==> config.mk <==
export PLATFORM = sky130hd
export DESIGN_NAME = spi_transaction_arbiter_flat
export DESIGN_NICKNAME = d
export VERILOG_FILES = /design/src/rtl/spi_transaction_arbiter_if.sv /design/src/rtl/spi_transaction_arbiter.sv /design/src/flat_wrapper.sv
export SDC_FILE = /design/constraint.sdc
export NUM_CORES = 1
export LEC_CHECK = 0
export CAP_MARGIN = 15
export CORE_MARGIN = 5
export CORE_UTILIZATION = 25
export DETAILED_ROUTE_END_ITERATION = 6
export HOLD_SLACK_MARGIN = 0.06
export SLEW_MARGIN = 20
export SYNTH_ARGS = -nofsm -noshare
export SYNTH_HDL_FRONTEND = slang
export SYNTH_SLANG_ARGS = --single-unit
==> constraint.sdc <==
create_clock -name fabric_clk -period 7.9 [get_ports fabric_clk]
set_input_delay 1.58 -clock fabric_clk [delete_from_list [all_inputs] [get_ports fabric_clk]]
set_output_delay 1.58 -clock fabric_clk [all_outputs]
set_load 0.03 [all_outputs]
==> src/rtl/spi_transaction_arbiter_if.sv <==
// rtl/spi_transaction_arbiter_if.sv - requester, response and SPI core signals of the arbiter
interface spi_transaction_arbiter_if #(
  parameter int NUM_REQ               = 4,
  parameter int DATA_WIDTH            = 32,
  parameter int TRANSACTION_LEN_WIDTH = 6
);
  logic [NUM_REQ-1:0]                       req_valid;
  logic [NUM_REQ-1:0]                       req_ready;
  logic [NUM_REQ*TRANSACTION_LEN_WIDTH-1:0] req_length;
  logic [NUM_REQ*DATA_WIDTH-1:0]            req_data;
  logic [NUM_REQ*DATA_WIDTH-1:0]            req_rw_mask;
  logic [NUM_REQ-1:0]                       rsp_valid;
  logic [DATA_WIDTH-1:0]                    rsp_read_data;
  logic                                     rsp_error;
  logic [TRANSACTION_LEN_WIDTH-1:0]         spi_transaction_length;
  logic [DATA_WIDTH-1:0]                    spi_transaction_data;
  logic [DATA_WIDTH-1:0]                    spi_transaction_rw_mask;
  logic                                     spi_done;
  logic [DATA_WIDTH-1:0]                    spi_read_data;
  logic                                     busy;

  // Arbiter side.
  modport slave (
    input  req_valid, req_length, req_data, req_rw_mask, spi_done, spi_read_data,
    output req_ready, rsp_valid, rsp_read_data, rsp_error,
           spi_transaction_length, spi_transaction_data, spi_transaction_rw_mask, busy
  );

  // Requester fabric and SPI core side.
  modport master (
    output req_valid, req_length, req_data, req_rw_mask, spi_done, spi_read_data,
    input  req_ready, rsp_valid, rsp_read_data, rsp_error,
           spi_transaction_length, spi_transaction_data, spi_transaction_rw_mask, busy
  );
endinterface

==> src/rtl/spi_transaction_arbiter.sv <==
// rtl/spi_transaction_arbiter.sv - round-robin arbiter sharing one SPI core between requesters
// One transaction in flight; completion or timeout is reported back to the granted requester.
module spi_transaction_arbiter #(
  parameter int NUM_REQ               = 4,
  parameter int DATA_WIDTH            = 32,
  parameter int TRANSACTION_LEN_WIDTH = 6,
  parameter int TIMEOUT_CYCLES        = 1024
) (
  input  logic                     fabric_clk,
  input  logic                     reset_n,
  spi_transaction_arbiter_if.slave bus
);
  localparam int GW = $clog2(NUM_REQ);
  localparam int CW = $clog2(TIMEOUT_CYCLES);
  localparam int LW = TRANSACTION_LEN_WIDTH;

  typedef enum logic [1:0] {IDLE, ISSUE, WAIT, RESPOND} state_t;

  state_t                state_q, state_d;
  logic [GW-1:0]         rr_q, grant_q, grant_d;
  logic                  grant_found;
  logic [CW-1:0]         cnt_q;
  logic [LW-1:0]         len_q;
  logic [DATA_WIDTH-1:0] data_q, mask_q, rdata_q;
  logic                  err_q, reject_q;
  logic [LW-1:0]         sel_len;
  logic                  sel_bad;
  logic                  timeout;

  // First pending requester at or above the rr pointer, wrapping past NUM_REQ-1.
  always_comb begin
    int idx;
    grant_found = 1'b0;
    grant_d     = '0;
    idx         = 0;
    for (int k = 0; k < NUM_REQ; k++) begin
      idx = int'(rr_q) + k;
      if (idx >= NUM_REQ) idx = idx - NUM_REQ;
      if (!grant_found && bus.req_valid[idx]) begin
        grant_found = 1'b1;
        grant_d     = GW'(idx);
      end
    end
  end

  assign sel_len = bus.req_length[grant_d*LW +: LW];
  assign sel_bad = (sel_len == '0) || (int'(sel_len) > DATA_WIDTH);
  assign timeout = (cnt_q == CW'(TIMEOUT_CYCLES - 1));

  assign bus.spi_transaction_data    = data_q;
  assign bus.spi_transaction_rw_mask = mask_q;
  assign bus.rsp_read_data           = rdata_q;

  always_ff @(posedge fabric_clk) begin
    if (!reset_n) state_q <= IDLE;
    else          state_q <= state_d;
  end

  always_comb begin
    state_d                    = state_q;
    bus.req_ready              = '0;
    bus.rsp_valid              = '0;
    bus.rsp_error              = 1'b0;
    bus.spi_transaction_length = '0;
    bus.busy                   = (state_q != IDLE);
    case (state_q)
      IDLE: begin
        if (grant_found) state_d = sel_bad ? RESPOND : ISSUE;
      end
      ISSUE: begin
        bus.req_ready[grant_q]     = 1'b1;
        bus.spi_transaction_length = len_q;
        state_d                    = WAIT;
      end
      WAIT: begin
        if (bus.spi_done || timeout) state_d = RESPOND;
      end
      RESPOND: begin
        // Rejected requests never saw ISSUE, so they are accepted here.
        bus.req_ready[grant_q] = reject_q;
        bus.rsp_valid[grant_q] = 1'b1;
        bus.rsp_error          = err_q;
        state_d                = IDLE;
      end
      default: state_d = IDLE;
    endcase
  end

  always_ff @(posedge fabric_clk) begin
    if (!reset_n) begin
      rr_q     <= '0;
      grant_q  <= '0;
      cnt_q    <= '0;
      len_q    <= '0;
      data_q   <= '0;
      mask_q   <= '0;
      rdata_q  <= '0;
      err_q    <= 1'b0;
      reject_q <= 1'b0;
    end else begin
      case (state_q)
        IDLE: begin
          if (grant_found) begin
            grant_q  <= grant_d;
            len_q    <= sel_len;
            data_q   <= bus.req_data[grant_d*DATA_WIDTH +: DATA_WIDTH];
            mask_q   <= bus.req_rw_mask[grant_d*DATA_WIDTH +: DATA_WIDTH];
            rr_q     <= (grant_d == GW'(NUM_REQ - 1)) ? '0 : grant_d + 1'b1;
            reject_q <= sel_bad;
            err_q    <= sel_bad;
            if (sel_bad) rdata_q <= '0;
          end
        end
        ISSUE: cnt_q <= '0;
        WAIT: begin
          // Completion takes priority over a timeout in the same cycle.
          if (bus.spi_done) begin
            rdata_q <= bus.spi_read_data;
            err_q   <= 1'b0;
          end else if (timeout) begin
            rdata_q <= '0;
            err_q   <= 1'b1;
          end else begin
            cnt_q <= cnt_q + 1'b1;
          end
        end
        default: ;
      endcase
    end
  end
endmodule

==> src/flat_wrapper.sv <==
// flat-port wrapper written by rule: the top's interface ports become plain ports
module spi_transaction_arbiter_flat 
#(
  parameter int NUM_REQ               = 4,
  parameter int DATA_WIDTH            = 32,
  parameter int TRANSACTION_LEN_WIDTH = 6,
  parameter int TIMEOUT_CYCLES        = 1024
)
  (fabric_clk, reset_n, bus_req_valid, bus_req_length, bus_req_data, bus_req_rw_mask, bus_spi_done, bus_spi_read_data, bus_req_ready, bus_rsp_valid, bus_rsp_read_data, bus_rsp_error, bus_spi_transaction_length, bus_spi_transaction_data, bus_spi_transaction_rw_mask, bus_busy);
  spi_transaction_arbiter_if #(.NUM_REQ(NUM_REQ), .DATA_WIDTH(DATA_WIDTH), .TRANSACTION_LEN_WIDTH(TRANSACTION_LEN_WIDTH)) bus_i ();
  input  logic fabric_clk;
  input  logic reset_n;
  input wire logic [$bits(bus_i.req_valid)-1:0] bus_req_valid;
  input wire logic [$bits(bus_i.req_length)-1:0] bus_req_length;
  input wire logic [$bits(bus_i.req_data)-1:0] bus_req_data;
  input wire logic [$bits(bus_i.req_rw_mask)-1:0] bus_req_rw_mask;
  input wire logic [$bits(bus_i.spi_done)-1:0] bus_spi_done;
  input wire logic [$bits(bus_i.spi_read_data)-1:0] bus_spi_read_data;
  output wire logic [$bits(bus_i.req_ready)-1:0] bus_req_ready;
  output wire logic [$bits(bus_i.rsp_valid)-1:0] bus_rsp_valid;
  output wire logic [$bits(bus_i.rsp_read_data)-1:0] bus_rsp_read_data;
  output wire logic [$bits(bus_i.rsp_error)-1:0] bus_rsp_error;
  output wire logic [$bits(bus_i.spi_transaction_length)-1:0] bus_spi_transaction_length;
  output wire logic [$bits(bus_i.spi_transaction_data)-1:0] bus_spi_transaction_data;
  output wire logic [$bits(bus_i.spi_transaction_rw_mask)-1:0] bus_spi_transaction_rw_mask;
  output wire logic [$bits(bus_i.busy)-1:0] bus_busy;
  assign bus_i.req_valid = bus_req_valid;
  assign bus_i.req_length = bus_req_length;
  assign bus_i.req_data = bus_req_data;
  assign bus_i.req_rw_mask = bus_req_rw_mask;
  assign bus_i.spi_done = bus_spi_done;
  assign bus_i.spi_read_data = bus_spi_read_data;
  assign bus_req_ready = bus_i.req_ready;
  assign bus_rsp_valid = bus_i.rsp_valid;
  assign bus_rsp_read_data = bus_i.rsp_read_data;
  assign bus_rsp_error = bus_i.rsp_error;
  assign bus_spi_transaction_length = bus_i.spi_transaction_length;
  assign bus_spi_transaction_data = bus_i.spi_transaction_data;
  assign bus_spi_transaction_rw_mask = bus_i.spi_transaction_rw_mask;
  assign bus_busy = bus_i.busy;
  spi_transaction_arbiter #(.NUM_REQ(NUM_REQ), .DATA_WIDTH(DATA_WIDTH), .TRANSACTION_LEN_WIDTH(TRANSACTION_LEN_WIDTH), .TIMEOUT_CYCLES(TIMEOUT_CYCLES)) u_core (.fabric_clk(fabric_clk), .reset_n(reset_n), .bus(bus_i));
endmodule
==> impl_metrics.ini, run 1 <==
[status]
status = finished clean

[yosys]
synthCells = 832
synth_edf_count = 0
synth_nets = 1156
ys_top_cells_by_area = dfxtp_1 37%, nand2_1 9.0%, a311oi_1 8.9%
yosysSeqAreaShare_pct = 37.2
synthArstFlopShare_pct = 0
synth_top_area_share_pct = 37.2
synth_top_area_cell = dfxtp_1
yosysMostFrequentCell = nand2_1
ys_ff_latch = 120
syn_area_per_cell_sq_um = 7.77
synth.distinct_cells = 39
yosys_warnings = 0
yosys-top-cells-count = 155 x nand2_1, 120 x dfxtp_1, 86 x nor2_1, 84 x a21oi_1, 68 x a211oi_1
ys.flop_type = dfxtp_1
netlist_area_sq_mm = 0.00646

[sta]
hold_viol = 0
fmax_mhz = 196
finalMaxSlewViolations = 0
setup_viol = 0
period_needed_ns = 5.10
relSlewSlack_pct = 32.0
finalCritPeriodShare_pct = 64.5
finalClockSkew_ns = 0.0110
fin_tns_setup_ns = 0
worstMarginPinSlew_ns = 1.02
rsz0062_at_grt = false

[routing]
wirelength_mm = 28.8
vias_per_cell = 4.78
vias = 7452
drtAntennaViolNets = 0
drtPass1Iterations = 4
wl_per_cell_um = 18.5
drt_iter0_drc = 335
route.detailed.drc = 0

[worst_setup_path]
cp_data_arrival_time_ns = 5.45
worst_setup_path_start_kind = primary input
critical_path.cell_chain = clkdlybuf4s50_1 -> mux2i_1 -> o22ai_1 -> or2_4 -> buf_4 -> mux2i_1 -> mux2i_1 -> xnor2_1 -> a211oi_4 -> buf_4 -> a22o_1
cpPeakStageDelay_ns = 0.71
required_ns = 8.25
rr_endpoint = u_core.bus.rsp_read_data[21]
ff2ff_path_depth = 10
critPathKind = in2reg
r2r_start = u_core.rr_q[1]
endpoint_kind = flip-flop
cp_max_fo = 87
crit_family = buffers and inverters
crit_top_cell = mux2i_1
r2r_slack_ns = 4.05
cpMaxStageDelayCell = buf_4
critPathBufInv = 3

[pwr]
seq_power_share_pct = 23.8
swShare_pct = 43.7
comb_power_share_pct = 54.6
p_int_uw = 2100
pwr_density_cell_mw_per_mm2 = 322
finalPower_uw = 3730
clock_power_share_pct = 21.6
p_sw_uw = 1630
power.leakage_uw = 0.00419
ir_worst_vdd_mv = 0.150

[placed_design]
port_buffers = 430
dp_hpwl_mm = 21.7
routabilityCongestion = 0.840

[clock_network]
post-cts-setup-buffers = 0
post_cts_resize_count = 0
numClockSinks = 120
cts_buffer_depth = 2
clk_pin_slew_worst_paths_ns = 0.06
h-tree-depth = 4
cts_buffers = 17
hold_buffers = 0
insertion_delay_ns = 0.41
root_buffer = clkbuf_16
cts_tree = yes

[global_routing]
grt_use_total_pct = 18.6
grt_max_degree = 88
first_global_vias = 7431
gr-total-overflow = 0
antenna_found_initial = 1
grt_pass1_wl_mm = 42.4

[die]
dieArea_sq_mm = 0.0292
rows = 58
die_x_um = 171
ios = 431
start_util_pct = 25.5
die_h_um = 171
core_sq_mm = 0.0253

[worst_hold_path]
min_path_cells = 2
min-delay-start = u_core.len_q[3]
min_path_type = reg2reg
hold_end = u_core.len_q[3]

[layout]
nets = 1538
drive_above_1_share_pct = 4.32
syn2layout_area_growth_pct = 79.3

[job]
max-cap-violations = 0
cells in the final DEF (no fill, tap or decap), drive strengths merged, types with 4 or more instances in the layout:
cell type        n
clkbuf          19
mux2i            4
o21ai            8
a311oi          66
a21oi           84
xor2             4
nand3            8
nand2          155
inv             11
mux4             4
a211oi          69
buf              9
and2            73
xnor2            4
dfxtp          120
nor2            86
ha               5
a22o            32
clkdlybuf4s50  430
metrics by stage:
step,setup WS (ns),util (%),hold slack [ns],cells,area [sq um]
2_1_floorplan,4.01,-,0.432,832,6460
6_report,2.80,45.7,0.449,1558,11600
3_3_place_gp,2.45,43.3,0.441,1525,11000
5_1_grt,2.41,45.7,0.479,1558,11600
3_5_place_dp,2.32,43.3,0.446,1525,11000
4_1_cts,2.76,45.7,0.454,1557,11600
power groups by stage:
stage                     Sequential, uW  Combinational [uW]  Clock [uW]
final                                890                2040         806
after global placement               895                2050           0
after CTS                            891                2060         833
after global routing                 911                2230         858
after detailed placement             900                2060           0
after floorplan                     1170                1010           0
layer usage:
metal / routed length (um) / vias to the layer above / part of all wire, % / global-route usage, %
met5: 0 / - / 0 / 0
met4: 506 / 0 / 1.8 / 4.83
met3: 2680 / 28 / 9.3 / 6.63
met2: 14500 / 266 / 50 / 33.4
met1: 11100 / 3389 / 38 / 21.0
li1: - / 3769 / - / -
cell type report:
type / count / area, sq um
clock buffer: 19 / 443
timing repair buffer: 439 / 4370
tap: 330 / 413
fill: 2533 / 13700
antenna: 1 / 2.50
clock inverter: 13 / 166
multi-input combinational: 629 / 3760
inverter: 7 / 26.3
sequential: 120 / 2400
worst max-delay path by stage:
stage / from / to / cells after the start
4_1_cts: bus_req_valid[2] / u_core.bus.rsp_read_data[16] / 11
6_report: bus_req_valid[2] / u_core.bus.rsp_read_data[21] / 11
3_3_place_gp: bus_req_valid[2] / u_core.bus.rsp_read_data[27] / 11
3_5_place_dp: bus_req_valid[2] / u_core.bus.rsp_read_data[16] / 11
2_1_floorplan: bus_req_valid[2] / u_core.bus.rsp_read_data[0] / 10
5_1_grt: bus_req_valid[2] / u_core.bus.rsp_read_data[6] / 11
sequential cells by signal (all words and copies together), names as in the netlist:
name                                cells
u_core.bus.rsp_read_data               32
u_core.bus.spi_transaction_data        32
u_core.bus.spi_transaction_rw_mask     32
u_core.cnt_q                           10
u_core.len_q                            6
u_core.grant_q                          2
u_core.rr_q                             2
u_core.state_q                          2
u_core.err_q                            1
u_core.reject_q                         1
cell families (layout without fill, tap and decap cells):
kind of cell             Yosys count  after routing  synth area share, %
AND/OR/NAND/NOR                  342            342                 24.0
adder cells (fa/ha/maj)            5              5                0.968
XOR/XNOR                           8              8                 1.08
other                              0              1                    0
buffers and inverters             83            478                 5.29
multiplexers                       9              9                 2.19
flip-flops                       120            120                 37.2
AO/OA/AOI/OAI                    265            265                 29.3
worst min-delay path, stage by stage, from the launching register on:
cell,delay [ns]
dfxtp_1,0.30
nand2_1,0.05
a21oi_1,0.05
Note: power is estimated with default switching activity, not from simulation.
==> run 2: changes to the inputs <==
- clock period: 7.9 -> 4.81 ns (I/O delays scaled with it)
==> impl_metrics.ini, run 2 (synthesis gave the netlist of run 1 again) <==
[global_routing]
grt_pass1_wl_mm = 42.1
antenna_found_initial = 2
grt_use_total_pct = 18.5
first_global_vias = 7478
grt_max_degree = 133
gr-total-overflow = 0

[die]
ios = 431
die_x_um = 171
dieArea_sq_mm = 0.0292
core_sq_mm = 0.0253
rows = 58
die_h_um = 171
start_util_pct = 25.5

[clock_network]
numClockSinks = 120
cts_tree = yes
hold_buffers = 0
cts_buffers = 17
clk_pin_slew_worst_paths_ns = 0.06
root_buffer = clkbuf_16
post_cts_resize_count = 0
cts_buffer_depth = 2
h-tree-depth = 4
post-cts-setup-buffers = 0
insertion_delay_ns = 0.41

[placed_design]
dp_hpwl_mm = 21.9
port_buffers = 430
routabilityCongestion = 0.831
placed_cells = 1526

[routing]
drtAntennaViolNets = 0
wl_met3_mm = 2.62
route.detailed.drc = 0
routed.top_layer = met5
vias = 7628
wl_met1_mm = 11.2
wl_met2_mm = 14.0
vias_per_cell = 4.89
drt_iter0_drc = 410
drtPass1Iterations = 4
wirelength_mm = 28.6
wl_per_cell_um = 18.4

[worst_setup_path]
endpoint_kind = flip-flop
worst_setup_path_start_kind = primary input
cp_max_fo = 32
critPathKind = in2reg
required_ns = 5.16
cp_data_arrival_time_ns = 4.15

[layout]
layout_common_cells = 430 x clkdlybuf4s50_1, 155 x nand2_1, 120 x dfxtp_1
fin_cells = 1559
drive_above_1_share_pct = 4.48
syn2layout_area_growth_pct = 79.6
nets = 1539
final_common_cell = clkdlybuf4s50_1

[job]
max-cap-violations = 0

[sta]
finalClockSkew_ns = 0.00871
fmax_mhz = 263
relSlewSlack_pct = 38.6
rsz0062_at_grt = false
hold_viol = 0
finalMaxSlewViolations = 0
setup_viol = 0
period_needed_ns = 3.80
finalCritPeriodShare_pct = 78.9
worstMarginPinSlew_ns = 0.921
fin_tns_setup_ns = 0

[pwr]
ir_worst_vdd_mv = 0.457
pwr_density_cell_mw_per_mm2 = 527
power.leakage_uw = 0.00419

[status]
status = finished clean

[worst_hold_path]
min_path_type = reg2reg
-- run 2: cell count changes in the layout (fill, tap and decap cells not counted) --
cell and delta:
clkinvlp_4 +1, buf_4 -1, buf_12 +2, bufinv_16 -1, clkbuf_1 -1, clkinv_4 +1, inv_6 -1, clkbuf_8 +1
-- run 2: worst max-delay path, stage by stage --
cell,delay [ns]
clkdlybuf4s50_1,0.54
mux2i_1,0.11
o22ai_1,0.35
or2_4,0.27
mux4_2,0.56
nor4b_4,0.34
xnor2_1,0.19
a211oi_4,0.25
buf_4,0.35
a22o_1,0.20
-- run 2: metrics by stage --
stage | util (%) | power (uW) | worst slack, ns | hold slack, ns | instance area (sq um)
2_1_floorplan | - | 3580 | 1.54 | 0.432 | 6460
3_3_place_gp | 43.4 | 4850 | 0.672 | 0.441 | 11000
3_5_place_dp | 43.4 | 4870 | 0.588 | 0.446 | 11000
4_1_cts | 45.8 | 6200 | 1.03 | 0.454 | 11600
5_1_grt | 45.8 | 6540 | 0.815 | 0.485 | 11600
6_report | 45.8 | 6120 | 1.01 | 0.450 | 11600
-- run 2: layout make-up --
cell class / count / area (sq um)
repair buffers: 440 / 4400
well taps: 330 / 413
clock inverters: 13 / 144
diodes: 1 / 2.50
fillers: 2524 / 13700
clock buffers: 19 / 453
flip-flops and latches: 120 / 2400
inverters: 7 / 26.3
multi-input cells: 629 / 3760
-- run 2: final timing paths --
| path | startpoint | endpoint | slack, ns | depth (start not counted) |
|---|---|---|---|---|
| max | bus_req_valid[2] | u_core.bus.rsp_read_data[26] | 1.01 | 10 |
| min | u_core.len_q[4] | u_core.len_q[4] | 0.45 | 2 |
| max reg2reg | u_core.rr_q[1] | u_core.bus.rsp_read_data[26] | 1.63 | 9 |
| min reg2reg | u_core.len_q[4] | u_core.len_q[4] | 0.45 | 2 |
-- run 2: per-layer routing --
| layer | global-route usage [%] | up-vias |
|---|---|---|
| li1 | - | 3776 |
| met1 | 21.3 | 3514 |
| met2 | 31.7 | 295 |
| met3 | 6.95 | 41 |
| met4 | 5.94 | 2 |
| met5 | 0 | - |
-- run 2: where the power goes --
group	internal [uW]	total, uW	switching (uW)
combinational	1360	3360	2000
sequential	1290	1460	171
clock	794	1290	498
total	3440	6120	2670
